==> config.mk <==
export PLATFORM = sky130hd
export DESIGN_NAME = truth_table_sweeper
export DESIGN_NICKNAME = d
export VERILOG_FILES = /design/src/rtl/truth_table_sweeper.sv
export SDC_FILE = /design/constraint.sdc
export NUM_CORES = 1
export LEC_CHECK = 0
export CAP_MARGIN = 20
export CORE_MARGIN = 8
export CORE_UTILIZATION = 60
export CTS_BUF_LIST = sky130_fd_sc_hd__clkbuf_8
export DETAILED_ROUTE_END_ITERATION = 7
export GPL_ROUTABILITY_DRIVEN = 0
export HOLD_SLACK_MARGIN = 0.02
export PLACE_DENSITY = 0.86
export SLEW_MARGIN = 0
export SYNTH_ARGS = -nofsm -noshare
export SYNTH_HDL_FRONTEND = slang
export SYNTH_SLANG_ARGS = --single-unit
export TNS_END_PERCENT = 30
==> constraint.sdc <==
create_clock -name clk -period 3.4 [get_ports clk]
set_clock_uncertainty 0.2 [all_clocks]
set_input_delay 0.68 -clock clk [delete_from_list [all_inputs] [get_ports clk]]
set_output_delay 0.68 -clock clk [all_outputs]
set_load 0.02 [all_outputs]
==> src/rtl/truth_table_sweeper.sv <==
// Truth-table sweeper for a 3-input combinational gate.
// Steps {in1,in2,in3} through 000..111 and holds each combination for
// SETTLE_CYCLES cycles. It then samples the synchronized gate output and
// assembles the 8-bit truth-table word, with combination 000 in bit 7.
// The assembled word is compared against EXPECTED.
module truth_table_sweeper #(
    parameter int unsigned SETTLE_CYCLES = 4,     // 3..255
    parameter logic [7:0]  EXPECTED      = 8'h84
) (
    input  logic       clk,
    input  logic       rst,
    input  logic       start,
    input  logic       abort,
    input  logic       dut_out,
    output logic       in1,
    output logic       in2,
    output logic       in3,
    output logic       busy,
    output logic       done,
    output logic [7:0] table_out,
    output logic       match
);

    typedef enum logic [1:0] {
        IDLE,
        APPLY,
        SAMPLE,
        DONE
    } state_t;

    localparam logic [7:0] RELOAD = 8'(SETTLE_CYCLES - 1);

    state_t     state;
    logic [2:0] idx;
    logic [7:0] cnt;
    logic       sync1;
    logic       sync2;

    // The gate inputs always come straight from the registered combination index.
    assign {in1, in2, in3} = idx;

    // Two-flop synchronizer for the gate output, which has no timing relation to clk.
    always_ff @(posedge clk or posedge rst) begin
        if (rst) begin
            sync1 <= 1'b0;
            sync2 <= 1'b0;
        end else begin
            // NOTE: non-blocking assignments make sync2 take the old sync1, which forms a real two-stage chain.
            sync1 <= dut_out;
            sync2 <= sync1;
        end
    end

    // Sweep controller: sequencing, settle timing, capture and registered outputs.
    always_ff @(posedge clk or posedge rst) begin
        if (rst) begin
            state     <= IDLE;
            idx       <= 3'd0;
            cnt       <= 8'd0;
            busy      <= 1'b0;
            done      <= 1'b0;
            table_out <= 8'd0;
            match     <= 1'b0;
        end else begin
            done <= 1'b0;
            case (state)
                IDLE: begin
                    // abort beats a same-cycle start; table_out and match hold until accepted.
                    if (start && !abort) begin
                        table_out <= 8'd0;
                        match     <= 1'b0;
                        idx       <= 3'd0;
                        cnt       <= RELOAD;
                        busy      <= 1'b1;
                        state     <= APPLY;
                    end
                end

                APPLY: begin
                    if (abort) begin
                        state <= IDLE;
                        busy  <= 1'b0;
                        match <= 1'b0;
                        idx   <= 3'd0;
                    end else if (cnt == 8'd0) begin
                        state <= SAMPLE;
                    end else begin
                        cnt <= cnt - 8'd1;
                    end
                end

                SAMPLE: begin
                    // abort suppresses this combination's write, so table_out keeps only earlier bits.
                    if (abort) begin
                        state <= IDLE;
                        busy  <= 1'b0;
                        match <= 1'b0;
                        idx   <= 3'd0;
                    end else begin
                        table_out[3'd7 - idx] <= sync2;
                        if (idx != 3'd7) begin
                            idx   <= idx + 3'd1;
                            cnt   <= RELOAD;
                            state <= APPLY;
                        end else begin
                            // idx 7 is written to bit 0, so compare against the word including this bit.
                            match <= ({table_out[7:1], sync2} == EXPECTED);
                            done  <= 1'b1;
                            state <= DONE;
                        end
                    end
                end

                DONE: begin
                    state <= IDLE;
                    busy  <= 1'b0;
                    idx   <= 3'd0;
                    if (abort) begin
                        match <= 1'b0;
                    end
                end

                default: begin
                    state <= IDLE;
                    busy  <= 1'b0;
                    idx   <= 3'd0;
                end
            endcase
        end
    end

endmodule

==> impl_metrics.toml <==
[yosys]
syn-cell-area_mm2 = 0.00147
yosysSeqAreaShare = 0.444
synth_ff_type = "dfrtp_1"
yosys-top-cells-area = "dfrtp_1 (44%), o21ai_0 (7.2%), ha_1 (6.8%)"
ys.warnings.count = 0
synth-edff-count = 0
synth_commonest_cells = "dfrtp_1 (26), o21ai_0 (21), inv_1 (12), nand2_1 (12), ha_1 (8)"
syn_inst = 149
synth_area_leader_cell = "dfrtp_1"
syn_nets = 162
synth_seq_cells = 26
synth_top_area_frac = 0.444
yosysMostFrequentCell = "dfrtp_1"
synth_cell_types = 40
async_flop_share = 1.00
syn_avg_cell_area_um2 = 9.84

[run]
maxCapViolCount = 0

[detailed_routing]
routed_via_density = 6.17
wl_per_cell_um = 16.9
drt_first_iter_violations = 81
ant_nets = 0
post-route-drc-count = 0
drt-pass1-iter-count = 4
wl_um = 3310
num_vias = 1210

[clocking]
post_cts_buffers = 0
cts_buffer_depth = 2
cts-root-buf = "clkbuf_8"
postCtsHoldBufs = 0
path_clk_slew_ps = 90
clock-sinks = 26
cts_tree = "built"
cts_buffers = 3
cts_max_level = 1
cts.repair.resized = 0
clk_latency_ps = 270

[finish]
final_nets = 180
drive_gt1_frac = 0.0783
fillers = 183
antenna_cells = 0
multi_input_area_um2 = 739
areaGrowthSynthToFinish_pct = 18.6
seq_area_um2 = 651
instances_no_fill = 196

[global_routing]
grt-ovfl-total = 0
grt_pass1_vias = 1246
grtUsageTotal = 0.163
antenna_found_initial = 0
grt_max_degree = 27
grt_pass1_wl_um = 5560

[critical_path]
reg2reg_slack_ps = 850
path_max_fanout = 12
worstReg2RegEnd = "cnt[6]"
ff2ff_path_depth = 6
rr_startpoint = "idx[0]"
crit_start = "abort"
worstPathCellList = "clkdlybuf4s50_1 > nand2b_2 > a211oi_4 > o21ai_1 > a221o_1"
slowest_stage = "clkdlybuf4s50_1"
cp_data_required_time_ps = 3360
crit_path_start_kind = "input pin"
critPathKind = "input pin to register"
end_kind = "register"
cp_slowest_stage_delay_ps = 620
critPathCapture = "cnt[6]"
cp.arrival_ps = 2710

[power]
p_leak_nw = 0.754
switching_power_w = 0.000401
clkPwrFrac = 0.236
seq_power_share = 0.359
internal-power_w = 0.000676
swShare = 0.372
max-vdd-ir-drop_uv = 483
powerDensity_mw_per_mm2 = 619
p_comb_frac = 0.405

[floorplan]
dieArea_mm2 = 0.00428
initial_core_util = 0.614
die_h_um = 65.4
boundaryPins = 19
rows = 18
die_w_um = 65.4
fp.coreArea_mm2 = 0.00239

[sta]
fin_setup_tns_ps = 0
final.period_utilization = 0.807
slew_headroom = 0.640
setup_viol_count_final = 0
tightest_slew_ps = 540
rsz0062_at_grt = "false"
holdWs_ps = 161
final_hold_viol_count = 0
fmax_ghz = 0.365
min_period_ps = 2740
maxSlewViolCount = 0

[min_path]
hold_path.class = "register to register"

[placed_design]
portBuffers = 18
dp_hpwl_um = 2430
dpl.cell_count = 191

[outcome]
status = "complete, no violations"
## per-layer routing
metal	up-vias	global-route usage	share of wire	wire, um
met5	-	0	0	0
met4	0	0.0654	0.014	48
met3	6	0.0289	0.050	165
met2	30	0.296	0.52	1740
met1	599	0.184	0.41	1360
li1	575	-	-	-
## metrics by stage
stage | power [W] | instance area, um^2 | setup slack, ps | utilization
after global routing | 0.00113 | 1740 | 571 | 0.729
final | 0.00108 | 1740 | 657 | 0.729
after CTS | 0.00107 | 1720 | 710 | 0.722
after detailed placement | 0.000813 | 1650 | 434 | 0.692
after floorplan | 0.000712 | 1470 | 1100 | -
after global placement | 0.000790 | 1650 | 495 | 0.692
## critical path, delay by kind of cell
family,cells,cell delay [ps]
buffers and inverters,1,620
AND/OR/NAND/NOR,1,340
AO/OA/AOI/OAI,3,1060
## cells by family (layout without fill, tap and decap cells)
group	Yosys count	in the layout	share of synthesized area
fa+ha+maj	8	8	0.0683
xor+xnor	1	1	0.00597
compound gates	50	50	0.236
mux	6	6	0.0427
flops	26	26	0.444
simple gates	40	40	0.152
buf+inv	18	35	0.0520
## area by class of cell
| cell class | instances | area share |
|---|---|---|
| Multi-Input combinational cell | 105 | 0.425 |
| Sequential cell | 26 | 0.374 |
| Timing Repair Buffer | 19 | 0.112 |
| Inverter | 12 | 0.0259 |
| Clock buffer | 3 | 0.0237 |
| Tap cell | 30 | 0.0216 |
| Clock inverter | 1 | 0.0173 |
## cell usage in the layout, fill, tap and decap left out, types with 2 or more instances in the layout
master / synthesis / routed
a21oi_1: 3 / 3
a22o_1: 2 / 2
a31oi_1: 7 / 7
clkbuf_8: 0 / 3
clkdlybuf4s50_1: 0 / 18
dfrtp_1: 26 / 26
ha_1: 8 / 8
inv_1: 12 / 12
mux2_2: 2 / 2
mux2i_1: 4 / 4
nand2_1: 12 / 12
nand2b_1: 4 / 4
nand4_1: 2 / 2
nor2_1: 7 / 7
nor3_1: 3 / 3
o21a_1: 4 / 4
o21ai_0: 21 / 21
o221ai_1: 2 / 2
o31ai_1: 3 / 3
or4_1: 2 / 2
## state kept, by name, summed over array words and instances (netlist names)
signal     count
busy           1
cnt            8
done           1
idx            3
match          1
state          2
sync1          1
sync2          1
table_out      8
## power groups by stage
stage,clock network (W),registers (W),logic [W]
floorplan,0,0.000392,0.000320
global placement,0,0.000387,0.000403
detailed placement,0,0.000392,0.000421
CTS,0.000258,0.000386,0.000429
global route,0.000268,0.000392,0.000474
finish,0.000254,0.000386,0.000436
## worst min path at each step
stage | start | endpoint | slack [ps] | cells past startpoint
finish | sync1 | sync2 | 160 | 0
floorplan | sync1 | sync2 | 130 | 0
global route | sync1 | sync2 | 180 | 0
detailed placement | sync1 | sync2 | 140 | 0
CTS | sync1 | sync2 | 160 | 0
global placement | sync1 | sync2 | 130 | 0
Note: power is estimated with default switching activity, not from simulation.
